===== config.mk =====
export PLATFORM = sky130hd
export DESIGN_NAME = streaming_tree_accumulator
export DESIGN_NICKNAME = d
export VERILOG_FILES = /design/src/rtl/accum_pkg.sv /design/src/rtl/adder_tree_level.sv /design/src/rtl/streaming_tree_accumulator.sv
export SDC_FILE = /design/constraint.sdc
export NUM_CORES = 1
export LEC_CHECK = 0
export BUFFER_PORTS_ARGS = -buffer_cell sky130_fd_sc_hd__buf_2
export CAP_MARGIN = 15
export CORE_MARGIN = 2
export CORE_UTILIZATION = 35
export CTS_BUF_LIST = sky130_fd_sc_hd__clkbuf_8
export DETAILED_ROUTE_END_ITERATION = 8
export HOLD_SLACK_MARGIN = 0.03
export SYNTH_ARGS = -nofsm -noshare
export SYNTH_HDL_FRONTEND = slang
export SYNTH_SLANG_ARGS = --single-unit

===== constraint.sdc =====
create_clock -name clk -period 3.82 [get_ports clk]
set_input_delay 0.573 -clock clk [delete_from_list [all_inputs] [get_ports clk]]
set_output_delay 0.573 -clock clk [all_outputs]
set_load 0.01 [all_outputs]

===== src/rtl/accum_pkg.sv =====
// Shared helpers for the streaming tree accumulator: tree geometry and the
// saturating/wrapping accumulate step.
package accum_pkg;

    localparam int SAT_W = 64;

    function automatic int tree_depth(input int n);
        int d;
        d = 0;
        for (int k = 0; k < 31; k++) begin
            if ((1 << k) < n) d = k + 1;
        end
        return d;
    endfunction

    function automatic int level_nodes(input int n, input int l);
        return (n + (1 << l) - 1) >> l;
    endfunction

    // Returns {ovf, result}; operands must already lie in the signed w-bit range,
    // so an out-of-range exact sum is the same as the top two bits of a w+1 sum differing.
    function automatic logic [SAT_W:0] sat_add(input logic signed [SAT_W-1:0] a,
                                               input logic signed [SAT_W-1:0] b,
                                               input int w,
                                               input bit sat);
        logic signed [SAT_W-1:0] sum;
        logic signed [SAT_W-1:0] max_v;
        logic signed [SAT_W-1:0] min_v;
        logic signed [SAT_W-1:0] res;
        logic                    ovf;
        sum   = a + b;
        max_v = (64'sd1 <<< (w - 1)) - 64'sd1;
        min_v = -max_v - 64'sd1;
        ovf   = (sum > max_v) || (sum < min_v);
        if (!ovf)
            res = sum;
        else if (sat)
            res = (sum > max_v) ? max_v : min_v;
        else
            res = (sum <<< (SAT_W - w)) >>> (SAT_W - w);
        return {ovf, res};
    endfunction

endpackage


===== src/rtl/adder_tree_level.sv =====
// One registered level of the lane adder tree: adjacent pairs are summed one bit
// wider, an odd leftover lane is sign-extended and registered unchanged.
module adder_tree_level #(
    parameter  int IN_W  = 8,
    parameter  int N_IN  = 2,
    localparam int N_OUT = (N_IN + 1) / 2
) (
    input  logic                        clk,
    input  logic [N_IN-1:0][IN_W-1:0]   i_data,
    output logic [N_OUT-1:0][IN_W:0]    o_data
);

    logic [N_OUT-1:0][IN_W:0] r_sum;

    // Data registers carry no reset; validity travels in the sideband pipe.
    always_ff @(posedge clk) begin
        for (int k = 0; k < N_IN / 2; k++) begin
            r_sum[k] <= {i_data[2*k][IN_W-1], i_data[2*k]}
                      + {i_data[2*k+1][IN_W-1], i_data[2*k+1]};
        end
        if (N_IN % 2 == 1) begin
            r_sum[N_OUT-1] <= {i_data[N_IN-1][IN_W-1], i_data[N_IN-1]};
        end
    end

    assign o_data = r_sum;

endmodule


===== src/rtl/streaming_tree_accumulator.sv =====
// Sums NO_IN signed lanes per beat through a registered adder tree, then accumulates
// beats between first/last into one saturating (or wrapping) frame result.
module streaming_tree_accumulator
    import accum_pkg::*;
#(
    parameter int IN_BITWIDTH  = 8,
    parameter int OUT_BITWIDTH = 16,
    parameter int NO_IN        = 6,
    parameter bit SATURATE     = 1'b1
) (
    input  logic                                clk,
    input  logic                                reset,
    input  logic                                vld_in,
    input  logic                                first_in,
    input  logic                                last_in,
    input  logic [NO_IN-1:0][IN_BITWIDTH-1:0]   data_in,
    output logic                                vld_out,
    output logic [OUT_BITWIDTH-1:0]             data_out,
    output logic                                ovf_out
);

    localparam int D = tree_depth(NO_IN);

    if (NO_IN < 1) begin : g_lanes_check
        $error("streaming_tree_accumulator: NO_IN must be at least 1");
    end
    if (IN_BITWIDTH + D > OUT_BITWIDTH) begin : g_width_check
        $error("streaming_tree_accumulator: IN_BITWIDTH + tree depth exceeds OUT_BITWIDTH");
    end

    logic signed [OUT_BITWIDTH-1:0] w_tree_s;
    logic                           w_t_vld;
    logic                           w_t_first;
    logic                           w_t_last;

    if (D == 0) begin : g_notree
        assign w_tree_s  = OUT_BITWIDTH'($signed(data_in[0]));
        assign w_t_vld   = vld_in;
        assign w_t_first = vld_in & first_in;
        assign w_t_last  = vld_in & last_in;
    end else begin : g_tree
        for (genvar l = 0; l < D; l++) begin : g_lvl
            localparam int LW = IN_BITWIDTH + l;
            localparam int LN = level_nodes(NO_IN, l);
            localparam int LO = level_nodes(NO_IN, l + 1);

            logic [LN-1:0][LW-1:0] w_in;
            logic [LO-1:0][LW:0]   w_out;

            if (l == 0) begin : g_src
                assign w_in = data_in;
            end else begin : g_src
                assign w_in = g_lvl[l-1].w_out;
            end

            adder_tree_level #(
                .IN_W (LW),
                .N_IN (LN)
            ) u_level (
                .clk    (clk),
                .i_data (w_in),
                .o_data (w_out)
            );
        end

        assign w_tree_s = OUT_BITWIDTH'($signed(g_lvl[D-1].w_out[0]));

        logic [D-1:0] r_vld_sr;
        logic [D-1:0] r_first_sr;
        logic [D-1:0] r_last_sr;

        // first/last are qualified on entry so bubbles never carry frame markers.
        always_ff @(posedge clk) begin
            if (reset) begin
                r_vld_sr   <= '0;
                r_first_sr <= '0;
                r_last_sr  <= '0;
            end else begin
                r_vld_sr[0]   <= vld_in;
                r_first_sr[0] <= vld_in & first_in;
                r_last_sr[0]  <= vld_in & last_in;
                for (int i = 1; i < D; i++) begin
                    r_vld_sr[i]   <= r_vld_sr[i-1];
                    r_first_sr[i] <= r_first_sr[i-1];
                    r_last_sr[i]  <= r_last_sr[i-1];
                end
            end
        end

        assign w_t_vld   = r_vld_sr[D-1];
        assign w_t_first = r_first_sr[D-1];
        assign w_t_last  = r_last_sr[D-1];
    end

    logic signed [OUT_BITWIDTH-1:0] r_acc;
    logic                           r_ovf;
    logic                           r_vld_out;
    logic [OUT_BITWIDTH-1:0]        r_data_out;
    logic                           r_ovf_out;

    logic [SAT_W:0]                 w_sat;
    logic [SAT_W-1:OUT_BITWIDTH]    w_unused_sat_hi;
    logic signed [OUT_BITWIDTH-1:0] w_acc_next;
    logic                           w_ovf_next;

    assign w_sat           = sat_add(SAT_W'(r_acc), SAT_W'(w_tree_s), OUT_BITWIDTH, SATURATE);
    assign w_unused_sat_hi = w_sat[SAT_W-1:OUT_BITWIDTH];

    always_comb begin
        w_acc_next = r_acc;
        w_ovf_next = r_ovf;
        if (w_t_first) begin
            w_acc_next = w_tree_s;
            w_ovf_next = 1'b0;
        end else begin
            w_acc_next = w_sat[OUT_BITWIDTH-1:0];
            w_ovf_next = r_ovf | w_sat[SAT_W];
        end
    end

    // A last beat publishes the frame and leaves the accumulator empty for whatever follows.
    always_ff @(posedge clk) begin
        if (reset) begin
            r_acc      <= '0;
            r_ovf      <= 1'b0;
            r_vld_out  <= 1'b0;
            r_data_out <= '0;
            r_ovf_out  <= 1'b0;
        end else begin
            r_vld_out <= 1'b0;
            if (w_t_vld) begin
                if (w_t_last) begin
                    r_data_out <= w_acc_next;
                    r_ovf_out  <= w_ovf_next;
                    r_vld_out  <= 1'b1;
                    r_acc      <= '0;
                    r_ovf      <= 1'b0;
                end else begin
                    r_acc <= w_acc_next;
                    r_ovf <= w_ovf_next;
                end
            end
        end
    end

    assign vld_out  = r_vld_out;
    assign data_out = r_data_out;
    assign ovf_out  = r_ovf_out;

endmodule


======== Word-level counts from Yosys, hierarchy flattened ========
Cells that the tools add are included.
W data, S select, Z words.
cells by class
  $add $sub $neg .......................... 6
  magnitude comparators ................... 2
  muxes and demuxes ....................... 7
  bitwise gates (word level) .............. 4
  reduce and logical (&&, ||, !) cells .... 3
operator list
  kind                    count
  $mux W16                4
  $add A8 B8 Y9           3
  $add A16 B11 Y17        1
  $gt A17 B16 Y1 const B  1
  $lt A17 B16 Y1 const B  1
  $add A10 B9 Y11         1
  $add A9 B9 Y10          1
  $mux W1                 3
  $and A1 B1 Y1           2
  $reduce_and A2 Y1       1
  $reduce_or A2 Y1        1
  $logic_or A1 B1 Y1      1
  $not A1 Y1              1
  $or A1 B1 Y1            1
word-level totals
  register bits ........................... 101
  bits of input ports ..................... 53
  output and inout bits ................... 18

======== Depth between registers and ports, before layout ========
Gate-level depths: netlist of run 1.
  word-level depth ........................ 6
  mapped depth ............................ 11
  gate-level depth less buffers ........... 11

======== Hierarchy ========
From an unflattened synthesis of run 1, not the netlist that was laid out.
unflattened totals
  cells, all modules ...................... 549
  area total of the unflattened synthesis .. 5484.0 um^2
by module, submodules not included
  module                                       times used  cells each  area each (um^2)  sequential area each (um^2)
  streaming_tree_accumulator                   1           286         2602.5            880.8
  adder_tree_level at g_tree.g_lvl[0].u_level  1           132         1446.4            540.5
  adder_tree_level at g_tree.g_lvl[1].u_level  1           64          767.0             380.4
  adder_tree_level at g_tree.g_lvl[2].u_level  1           67          668.1             220.2

======== Worst setup path after synthesis of run 1 ========
OpenSTA, ideal clock, no wires.
  path type ............................... reg2reg
  start point ............................. register r_acc[0]
  end point ............................... register r_data_out[6], in the netlist data_out[6]
  library setup time ...................... 132 ps
  arrival time ............................ 2500 ps
  path slack .............................. 1188 ps
  stages on the path, launching flop included .. 12
  path buffers ............................ 1
  cell sequence ........................... dfxtp_1 ha_1 fa_1 a211o_1 a21oi_1 a211oi_2 a2bb2oi_4 and3_1 buf_6 a311oi_1 or3_1 a21oi_1
on the way
  word-level cells in the longest chain between the ends .. 5
  elaborated cells between the ends (all ways) .. 7
  classes of those cells .................. add/sub (1); order compare (2); mux (3); reduce/logical (1)
RTL lines
  item                                              RTL line                           RTL
  start, declared                                   streaming_tree_accumulator.sv:95   logic signed [OUT_BITWIDTH-1:0] r_acc;
  start signal, assigned                            streaming_tree_accumulator.sv:139  r_acc <= w_acc_next;
  $add A16 B11 Y17 *                                accum_pkg.sv:31                    sum = a + b;
  $gt A17 B16 Y1 or $lt A17 B16 Y1 (tied branches)  accum_pkg.sv:34, accum_pkg.sv:38
  $mux W16 or $logic_or A1 B1 Y1 (tied branches)    accum_pkg.sv:38, accum_pkg.sv:34
  $mux W16 *                                        accum_pkg.sv:35                    if (!ovf)
  $mux W16 *                                        streaming_tree_accumulator.sv:112  if (w_t_first) begin
  end signal, assigned                              streaming_tree_accumulator.sv:133  r_data_out <= w_acc_next;
  end, declared                                     streaming_tree_accumulator.sv:98   logic [OUT_BITWIDTH-1:0] r_data_out;
Every way passes the cells marked *; elsewhere a longest branch is shown, timed or not.
A chain may end at the register's enable or synchronous reset.

======== Worst setup path after layout of run 1 ========
  start point ............................. register g_tree.g_lvl[2].u_level.r_sum (netlist bit g_tree.g_lvl[2].u_level.o_data[10])
  end point ............................... register r_acc[0]
on the way
  word-level cells in the longest chain between the ends .. 6
  elaborated cells between the ends (all ways) .. 8
  classes of those cells .................. add/sub (1); order compare (2); mux (4); reduce/logical (1)
RTL lines
  item                                              RTL line                           RTL
  start, declared                                   adder_tree_level.sv:13             logic [N_OUT-1:0][IN_W:0] r_sum;
  start signal, assigned by index                   adder_tree_level.sv:18             r_sum[k] <= {i_data[2*k][IN_W-1], i_data[2*k]}
  start signal, assigned by index                   adder_tree_level.sv:22             r_sum[N_OUT-1] <= {i_data[N_IN-1][IN_W-1], i_data[N_IN-1]};
  $add A16 B11 Y17 *                                accum_pkg.sv:31
  $gt A17 B16 Y1 or $lt A17 B16 Y1 (tied branches)  accum_pkg.sv:34, accum_pkg.sv:38
  $mux W16 or $logic_or A1 B1 Y1 (tied branches)    accum_pkg.sv:38, accum_pkg.sv:34
  $mux W16 *                                        accum_pkg.sv:35
  $mux W16 *                                        streaming_tree_accumulator.sv:112
  $mux W16 *                                        streaming_tree_accumulator.sv:132  if (w_t_last) begin
Marked as above.

==> flow_summary.toml, run 1 <==
[worst_setup_path]
critPathCapture = "r_acc[0]$_SDFFE_PP0P_"
critical_path.startpoint_type = "flop"
timing.critical_path.to_type = "flop"
rr_endpoint = "r_acc[0]$_SDFFE_PP0P_"
r2r_setup_slack_ps = 740
number_of_cells_on_the_worst_reg_to_reg_path = 9
worstPathRequired_ps = 4060
criticalPathCategory = "flop to flop"
crit_fanout = 9
r2r-start = "g_tree.g_lvl[2].u_level.o_data[10]$_DFF_P_"
worstSetupStartpoint = "g_tree.g_lvl[2].u_level.o_data[10]$_DFF_P_"
timing.critical_path.arrival_ps = 3320

[logic_synthesis]
yosys.area_share.xor_xnor_pct = 7.28
postSynthRegisterBits = 101
yosys.cell_count.top_type = "sky130_fd_sc_hd__dfxtp_1"
leading_post_synthesis_cells_by_cell_area = "sky130_fd_sc_hd__dfxtp_1, sky130_fd_sc_hd__ha_1, sky130_fd_sc_hd__a21oi_1, sky130_fd_sc_hd__xnor2_1, sky130_fd_sc_hd__o21ai_0"
netlist_area_um2 = 5170
synth.lib_cells_used.distinct = 52
async_flop_share_pct = 0
dominantRegCellSynth = "sky130_fd_sc_hd__dfxtp_1"
synth_largest_type_area_fraction_pct = 39.1
synth_top_family_by_area = "compound AO/OA/AOI/OAI gates"
avgSynthCellArea_um2 = 9.22
synth_simple_gate_area_share_pct = 9.82
synth_edf_count = 0
synth_largest_area_cell = "sky130_fd_sc_hd__dfxtp_1"
post_synth_inst_count = 561
post_synth_mux_area_share_pct = 0.218
synth_nets = 679
seq_area_frac_synth_pct = 39.1
syn_warnings = 0
synth_fa_ha_area_share_pct = 16.6
synthTopCellsByCount = "sky130_fd_sc_hd__dfxtp_1, sky130_fd_sc_hd__a21oi_1, sky130_fd_sc_hd__ha_1"
synth_compound_gate_area_share_pct = 22.3

[routing]
drt-total-wl_um = 11200
drtAntennaViolNets = 0
drt_pass1_iterations = 4
num_vias = 4119
drc = 0
first_iter_violations = 284
routed_wire_length_per_instance_um = 13.7
via_per_inst = 5.02

[floorplan]
design.die.area_um2 = 15800
die_width_um = 126
core_area_um2 = 14500
start_util_pct = 35.7
die_height_um = 126
io-pin-count = 71
rows = 44

[timing]
worstMarginPinSlew_ps = 873
setup-violations-final = 0
finalHoldViolations = 0
layout_min_cycle_time_ps = 3080
layout_worst_path_cycle_share_pct = 80.7
timing.slew.headroom_pct = 41.4
timing.fmax_mhz = 324
rsz0062_at_grt = "false"
clock_skew_ps = 11.7
final_max_slew_viol_count = 0
fin_setup_tns_ps = 0

[clock_tree]
cts.clk_slew.worst_paths_ps = 100
cts_buffers = 9
cts_root_buffer = "sky130_fd_sc_hd__clkbuf_8"
cts.htree.levels = 3
clkSinkCount = 101
worst_skew_pair.late_latency_ps = 380
resize_count_post_cts = 0
cts-root-to-sink-buffers = 2
hold_buffers = 0
tritoncts = "built"
postCtsSetupRepairBufs = 0

[layout]
final_nets = 750
area_growth_syn_to_fin_pct = 14.8
layout-drive-gt1-share_pct = 14.8
diodes = 0
finalCoreUtilization_pct = 41.0
fillers = 1438

[power_and_ir_drop]
power.leakage_nw = 2.76
peakVddDrop_mv = 0.201
p_per_area_nw_per_um2 = 594

[placement]
post-dp-hpwl_um = 8720
place_congestion = 0.867
port_buffers = 70

[global_route]
first_global_vias = 4021
globalRouteTotalUtil_pct = 14.5
grt_antenna_before_repair = 0
gr-total-overflow = 0
global_route_wire_length_before_repair_um = 18500
pin_count_of_the_biggest_net_entering_global_routing = 30

[status]
outcome = "finished clean"

[job]
maxCapViolations = 0

[worst_hold_path]
timing.hold.worst.class = "flop to flop"
## flip-flops by register name, indices dropped and copies added (netlist names)
signal and flops:
g_tree.r_last_sr 3, g_tree.r_vld_sr 3, data_out 16, r_acc 16
g_tree.g_lvl.u_level.o_data 57, r_ovf 1, g_tree.r_first_sr 3, vld_out 1
ovf_out 1
## layout by cell type (no fill, tap or decap), drive strengths merged, types with 13 or more instances in the layout
master and count:
dfxtp 101, buf 71, a21oi 60, ha 59, inv 53, o21ai 45, nand2 41, xnor2 30
nor2 25, xor2 13, a21o 13
## metrics by stage
step	area, µm²	power [mW]	std cells	hold WS, ps	setup slack [ps]
detailed placement	5710	2.79	805	312	817
global placement	5710	2.76	805	311	876
finish	5940	3.53	821	332	738
global route	5940	3.78	821	340	585
floorplan	5170	2.45	561	310	1190
CTS	5940	3.55	821	336	790
## where the power goes
group / switching, mW / total, mW / internal, mW
registers: 0.113 / 1.37 / 1.26
clock network: 0.362 / 0.749 / 0.387
logic: 0.800 / 1.40 / 0.604
## metal layers
| layer | share of wire, % | GRT usage, % | vias up |
|---|---|---|---|
| li1 | - | - | 2112 |
| met1 | 45 | 17.9 | 1874 |
| met2 | 48 | 24.7 | 118 |
| met3 | 5.7 | 3.17 | 15 |
| met4 | 1.8 | 5.56 | 0 |
| met5 | 0 | 0 | - |
## cells by family after synthesis
family                   count (synthesis)
AO/OA/AOI/OAI                          179
XOR/XNOR                                43
adder cells (fa/ha/maj)                 65
buffers and inverters                   63
flip-flops                             101
multiplexers                             1
AND/OR/NAND/NOR                        109
## final cells by class
| cell class | count | area (µm²) | share of cell area [%] |
|---|---|---|---|
| clock inverters | 6 | 86.3 | 1.45 |
| clock buffers | 10 | 138 | 2.32 |
| repair buffers | 71 | 358 | 6.03 |
| multi-input cells | 397 | 2910 | 49.0 |
| inverters | 52 | 195 | 3.29 |
| well taps | 184 | 230 | 3.88 |
| flip-flops and latches | 101 | 2020 | 34.1 |
## worst min path at each step
stage,from,end,slack [ps],cells after the start
finish,g_tree.g_lvl[0].u_level.o_data[18]$_DFF_P_,g_tree.g_lvl[1].u_level.o_data[10]$_DFF_P_,330,0
global route,g_tree.g_lvl[0].u_level.o_data[18]$_DFF_P_,g_tree.g_lvl[1].u_level.o_data[10]$_DFF_P_,340,0
CTS,g_tree.g_lvl[0].u_level.o_data[18]$_DFF_P_,g_tree.g_lvl[1].u_level.o_data[10]$_DFF_P_,340,0
detailed placement,g_tree.g_lvl[0].u_level.o_data[23]$_DFF_P_,g_tree.g_lvl[1].u_level.o_data[15]$_DFF_P_,310,0
global placement,g_tree.g_lvl[0].u_level.o_data[21]$_DFF_P_,g_tree.g_lvl[1].u_level.o_data[13]$_DFF_P_,310,0
floorplan,g_tree.g_lvl[0].u_level.o_data[18]$_DFF_P_,g_tree.g_lvl[1].u_level.o_data[10]$_DFF_P_,310,0
## worst max-delay path, cell delays in order, from the launching register on
cell and delay, ps:
sky130_fd_sc_hd__dfxtp_1 560, sky130_fd_sc_hd__ha_1 390, sky130_fd_sc_hd__a21oi_1 240, sky130_fd_sc_hd__nor2_1 60
sky130_fd_sc_hd__a211oi_1 390, sky130_fd_sc_hd__o211ai_1 270, sky130_fd_sc_hd__a31oi_1 500, sky130_fd_sc_hd__o21ai_0 220
sky130_fd_sc_hd__a32oi_1 240, sky130_fd_sc_hd__nor2_1 60
Note: power is estimated with default switching activity, not from simulation.
==> run 2: changes to the inputs <==
==> constraint.sdc (replaced) <==
create_clock -name clk -period 2.5 [get_ports clk]
set_input_delay 0.375 -clock clk [delete_from_list [all_inputs] [get_ports clk]]
set_output_delay 0.375 -clock clk [all_outputs]
set_load 0.01 [all_outputs]
==> run 2 against run 1 <==
Net effect:
- the run now ends with setup timing left
- non-clock buffer count is 52 higher
- critical path depth is 1 higher
- utilization is 5.2 points higher
- clock skew hardly changed
- die area stayed put
- final cell count is 6.7% higher
- combinational power is 120% higher
- worst setup slack worse by 800 ps
- via count is 8.1% higher
- clock power is 43% higher
- worst hold slack worse by 140 ps
- largest power group unchanged
==> flow_summary.toml, run 2 (synthesis results as in run 1) <==
[status]
outcome = "complete, but fails checks"
failed_checks = "setup timing"

[routing]
routed_wire_length_per_instance_um = 14.1
via_per_inst = 5.08
drtAntennaViolNets = 0
drc = 0
drt-total-wl_um = 12400
num_vias = 4451
first_iter_violations = 396
drt_pass1_iterations = 5

[worst_setup_path]
number_of_cells_on_the_worst_reg_to_reg_path = 10
critical_path.startpoint_type = "flop"
criticalPathCategory = "flop to flop"
worstPathRequired_ps = 2770
timing.critical_path.arrival_ps = 2830
timing.critical_path.to_type = "flop"
crit_fanout = 6

[layout]
diodes = 0
largest_register_ff_count = 57
final_nets = 805
layout-drive-gt1-share_pct = 28.5
area_growth_syn_to_fin_pct = 29.4
finalCoreUtilization_pct = 46.2
layout_commonest_cell = "sky130_fd_sc_hd__dfxtp_1"
instances_no_fill = 876
most-common-layout-cells = "sky130_fd_sc_hd__dfxtp_1, sky130_fd_sc_hd__buf_2, sky130_fd_sc_hd__inv_1"
finish.instance_area_um2 = 6690

[timing]
timing.slew.headroom_pct = 67.1
fin_hold_ws_ps = 195
clock_skew_ps = 11.4
final_max_slew_viol_count = 0
finalHoldViolations = 0
layout_worst_path_cycle_share_pct = 102
fin_setup_tns_ps = -292
timing.fmax_mhz = 391
rsz0062_at_grt = "true"
final_critical_path_setup_slack_ps = -58.1
worstMarginPinSlew_ps = 491
setup-violations-final = 8
layout_min_cycle_time_ps = 2560

[worst_hold_path]
hold_depth = 2
timing.hold.worst.class = "input port to flop"

[clock_tree]
tritoncts = "built"
cts_root_buffer = "sky130_fd_sc_hd__clkbuf_8"
clkSinkCount = 101
cts.htree.levels = 3
cts_buffers = 9
cts.clk_slew.worst_paths_ps = 100
worst_skew_pair.late_latency_ps = 370
cts-root-to-sink-buffers = 2

[global_route]
grt_antenna_before_repair = 0
first_global_vias = 4525
gr-total-overflow = 0
globalRouteTotalUtil_pct = 15.9
pin_count_of_the_biggest_net_entering_global_routing = 29
global_route_wire_length_before_repair_um = 20500

[floorplan]
design.die.area_um2 = 15800
start_util_pct = 35.7
io-pin-count = 71
die_height_um = 126
rows = 44
core_area_um2 = 14500
die_width_um = 126

[power_and_ir_drop]
peakVddDrop_mv = 0.340
power.leakage_nw = 3.07
p_per_area_nw_per_um2 = 940
power.total_mw = 6.29

[placement]
port_buffers = 70
placed_instance_area_um2 = 6030
place_congestion = 0.860
post-dp-hpwl_um = 9180
dp.cells = 846
dp_worst_setup_slack_ps = -262

[job]
maxCapViolations = 0
run 2: cell types whose count changed in the layout (fill, tap and decap cells not counted), moves of 8 or more:
cell / delta
sky130_fd_sc_hd__o21ai_0: -14
sky130_fd_sc_hd__a21oi_1: -13
sky130_fd_sc_hd__buf_4: +49
sky130_fd_sc_hd__ha_1: -8
sky130_fd_sc_hd__a21oi_2: +10
sky130_fd_sc_hd__ha_4: +8
run 2: critical path: stages (launching register included):
cell	delay, ps
sky130_fd_sc_hd__dfxtp_4	400
sky130_fd_sc_hd__buf_4	160
sky130_fd_sc_hd__ha_1	270
sky130_fd_sc_hd__nand2b_1	200
sky130_fd_sc_hd__a311o_1	420
sky130_fd_sc_hd__a2bb2oi_4	230
sky130_fd_sc_hd__a31oi_4	230
sky130_fd_sc_hd__buf_4	150
sky130_fd_sc_hd__a221oi_2	50
sky130_fd_sc_hd__buf_4	160
sky130_fd_sc_hd__a22o_1	190
run 2: worst paths after layout:
| kind | startpoint | endpoint | slack, ps |
|---|---|---|---|
| max | g_tree.g_lvl[2].u_level.o_data[10]$_DFF_P_ | r_acc[14]$_SDFFE_PP0P_ | -60 |
| min | first_in | g_tree.r_first_sr[0]$_SDFF_PP0_ | 190 |
| max reg2reg | g_tree.g_lvl[2].u_level.o_data[10]$_DFF_P_ | r_acc[14]$_SDFFE_PP0P_ | -60 |
| min reg2reg | g_tree.g_lvl[0].u_level.o_data[21]$_DFF_P_ | g_tree.g_lvl[1].u_level.o_data[13]$_DFF_P_ | 330 |
run 2: repair_timing:
item,CTS,global route
setup buffers,4,7
resized for setup,36,48
setup endpoints to repair,29,31
hold buffers,0,0
gates cloned,3,0
pin swaps,15,23
run 2: per-layer routing:
layer | global-route usage (%) | vias to the layer above | wire, µm
met3 | 3.72 | 21 | 719
met2 | 28.3 | 132 | 6180
met1 | 18.6 | 2070 | 5220
li1 | - | 2228 | -
met4 | 5.42 | 0 | 230
met5 | 0 | - | 0
run 2: layout make-up:
type	instances	area [µm²]
Sequential cell	101	2030
Inverter	52	195
Timing Repair Buffer	123	759
Clock inverter	6	70.1
Fill cell	1397	7790
Tap cell	184	230
Clock buffer	10	138
Multi-Input combinational cell	400	3270
run 2: where the power goes:
group	internal [mW]	switching, mW	leakage [nW]
sequential	1.94	0.167	0.840
combinational	1.57	1.54	2.12
clock	0.501	0.573	0.107
==> run 3: changes to the inputs <==
--- a/config.mk
+++ b/config.mk
@@ -8,10 +8,13 @@
 export BUFFER_PORTS_ARGS = -buffer_cell sky130_fd_sc_hd__buf_2
 export CAP_MARGIN = 15
 export CORE_MARGIN = 2
-export CORE_UTILIZATION = 35
+export CORE_UTILIZATION = 54
 export CTS_BUF_LIST = sky130_fd_sc_hd__clkbuf_8
 export DETAILED_ROUTE_END_ITERATION = 8
 export HOLD_SLACK_MARGIN = 0.03
+export MAX_ROUTING_LAYER = met4
+export PLACE_DENSITY = 0.79
+export SKIP_LAST_GASP = 1
 export SYNTH_ARGS = -nofsm -noshare
 export SYNTH_HDL_FRONTEND = slang
 export SYNTH_SLANG_ARGS = --single-unit
==> run 3 against run 2 <==
Net effect:
- via count up 0.47%
- die area is 34% lower
- maximum frequency decreased by 2.4%
- worst setup slack worse by 62 ps
- non-clock buffer count is 2 lower
- utilization up 24 points
- the flow still finishes with violations (setup timing)
- critical path type unchanged
- wire length decreased by 0.49%
- global-route usage rose by 8.6 points
- sequential power about the same
- register-to-register slack got worse by 60 ps
- largest power group unchanged
==> flow_summary.toml, run 3 (synthesis results as in run 1) <==
[routing]
drc = 0
routed_wire_length_per_instance_um = 15.0
num_vias = 4472
drtAntennaViolNets = 0
via_per_inst = 5.47
drt_pass1_iterations = 4
first_iter_violations = 146
drt-total-wl_um = 12300

[worst_setup_path]
timing.critical_path.arrival_ps = 2880
number_of_cells_on_the_worst_reg_to_reg_path = 10
criticalPathCategory = "flop to flop"
r2r-start = "g_tree.g_lvl[2].u_level.o_data[1]$_DFF_P_"
timing.critical_path.to_type = "flop"
critical_path.startpoint_type = "flop"
cpMaxStageDelayCell = "sky130_fd_sc_hd__fa_2"
cp_cell_sequence = "buf_4, fa_2, a211o_1, a21oi_4, a211oi_2, a2bb2oi_4, and3_4, a311oi_2, or3_1, a21oi_2"
rr_endpoint = "data_out[6]$_SDFFE_PP0P_"
cpLargestDelayFamily = "compound AO/OA/AOI/OAI gates"
r2r_setup_slack_ps = -120
crit_fanout = 6
worstPathRequired_ps = 2760
critical_path_buf_inv_count = 1
critical-path-max-stage-delay_ps = 380

[placement]
dp.cells = 791
post-dp-hpwl_um = 8960
port_buffers = 70
dp_worst_setup_slack_ps = -233
place_congestion = 0.881

[clock_tree]
cts-root-to-sink-buffers = 2
cts_buffers = 9
cts.htree.levels = 3
cts.clk_slew.worst_paths_ps = 100
worst_skew_pair.late_latency_ps = 380
clkSinkCount = 101
tritoncts = "built"
cts_root_buffer = "sky130_fd_sc_hd__clkbuf_8"

[layout]
instances_no_fill = 817
largest_register_ff_count = 57
layout_commonest_cell = "sky130_fd_sc_hd__dfxtp_1"
area_growth_syn_to_fin_pct = 26.4
final_nets = 801
finalCoreUtilization_pct = 70.4
most-common-layout-cells = "sky130_fd_sc_hd__dfxtp_1, sky130_fd_sc_hd__buf_2, sky130_fd_sc_hd__inv_1"
layout-drive-gt1-share_pct = 28.2
diodes = 0

[floorplan]
die_width_um = 102
rows = 35
die_height_um = 102
core_area_um2 = 9280
start_util_pct = 55.7
design.die.area_um2 = 10400
io-pin-count = 71

[timing]
timing.slew.headroom_pct = 62.4
final_critical_path_setup_slack_ps = -120
layout_worst_path_cycle_share_pct = 105
clock_skew_ps = 13.8
final_max_slew_viol_count = 0
rsz0062_at_grt = "true"
finalHoldViolations = 0
worstMarginPinSlew_ps = 562
setup-violations-final = 6
layout_min_cycle_time_ps = 2620
timing.fmax_mhz = 382

[global_route]
gr-total-overflow = 0
grt_antenna_before_repair = 0
global_route_wire_length_before_repair_um = 19300
first_global_vias = 4466
pin_count_of_the_biggest_net_entering_global_routing = 29
globalRouteTotalUtil_pct = 24.5

[power_and_ir_drop]
peakVddDrop_mv = 0.391
power.leakage_nw = 3.00
p_per_area_nw_per_um2 = 940

[worst_hold_path]
timing.hold.worst_endpoint = "g_tree.r_first_sr[0]$_SDFF_PP0_"
timing.hold.worst.class = "input port to flop"
hold_start = "first_in"
hold_depth = 2

[status]
failed_checks = "setup timing"
outcome = "complete, but fails checks"

[job]
maxCapViolations = 0
[run 3: timing repair]
action / in CTS / in global routing
buffers inserted: 3 / 6
pin swaps: 7 / 29
hold buffers: 0 / 0
gates cloned: 0 / 1
resized for setup: 19 / 57
setup endpoints to repair: 29 / 32
[run 3: how the worst max path moves through the flow]
stage	startpoint	endpoint	slack [ps]	cells past startpoint
CTS	r_acc[0]$_SDFFE_PP0P_	data_out[6]$_SDFFE_PP0P_	-20	10
global route	g_tree.g_lvl[2].u_level.o_data[1]$_DFF_P_	data_out[6]$_SDFFE_PP0P_	-200	10
detailed placement	g_tree.g_lvl[2].u_level.o_data[10]$_DFF_P_	data_out[3]$_SDFFE_PP0P_	-230	9
global placement	g_tree.g_lvl[2].u_level.o_data[10]$_DFF_P_	data_out[6]$_SDFFE_PP0P_	-170	9
finish	g_tree.g_lvl[2].u_level.o_data[1]$_DFF_P_	data_out[6]$_SDFFE_PP0P_	-120	10
floorplan	r_acc[0]$_SDFFE_PP0P_	data_out[6]$_SDFFE_PP0P_	20	11
[run 3: area by class of cell]
cell class | instances | area [µm²]
repair buffers | 121 | 753
fillers | 734 | 2750
multi-input cells | 398 | 3210
inverters | 52 | 195
flip-flops and latches | 101 | 2030
clock inverters | 7 | 63.8
clock buffers | 9 | 124
well taps | 129 | 161
[run 3: per-layer routing]
metal,global-route usage (%),up-vias,share of wire (%)
met3,3.83,25,5.3
met5,-,-,0
met1,25.1,2069,39
met4,8.51,0,2.2
li1,-,2211,-
met2,46.9,167,54
[run 3: stage by stage]
stage | TNS, ps | hold WS, ps | power (mW) | instance area, µm²
2_1_floorplan | 0 | 310 | 3.76 | 5180
3_3_place_gp | -1420 | 310 | 4.53 | 5960
3_5_place_dp | -2190 | 313 | 4.63 | 5960
4_1_cts | -47.4 | 183 | 5.72 | 6240
5_1_grt | -1150 | 189 | 6.56 | 6540
6_report | -240 | 199 | 6.15 | 6540
[run 3: power breakdown]
group	switching [mW]	internal, mW
Combinational	1.50	1.51
Clock	0.620	0.387
Sequential	0.187	1.94
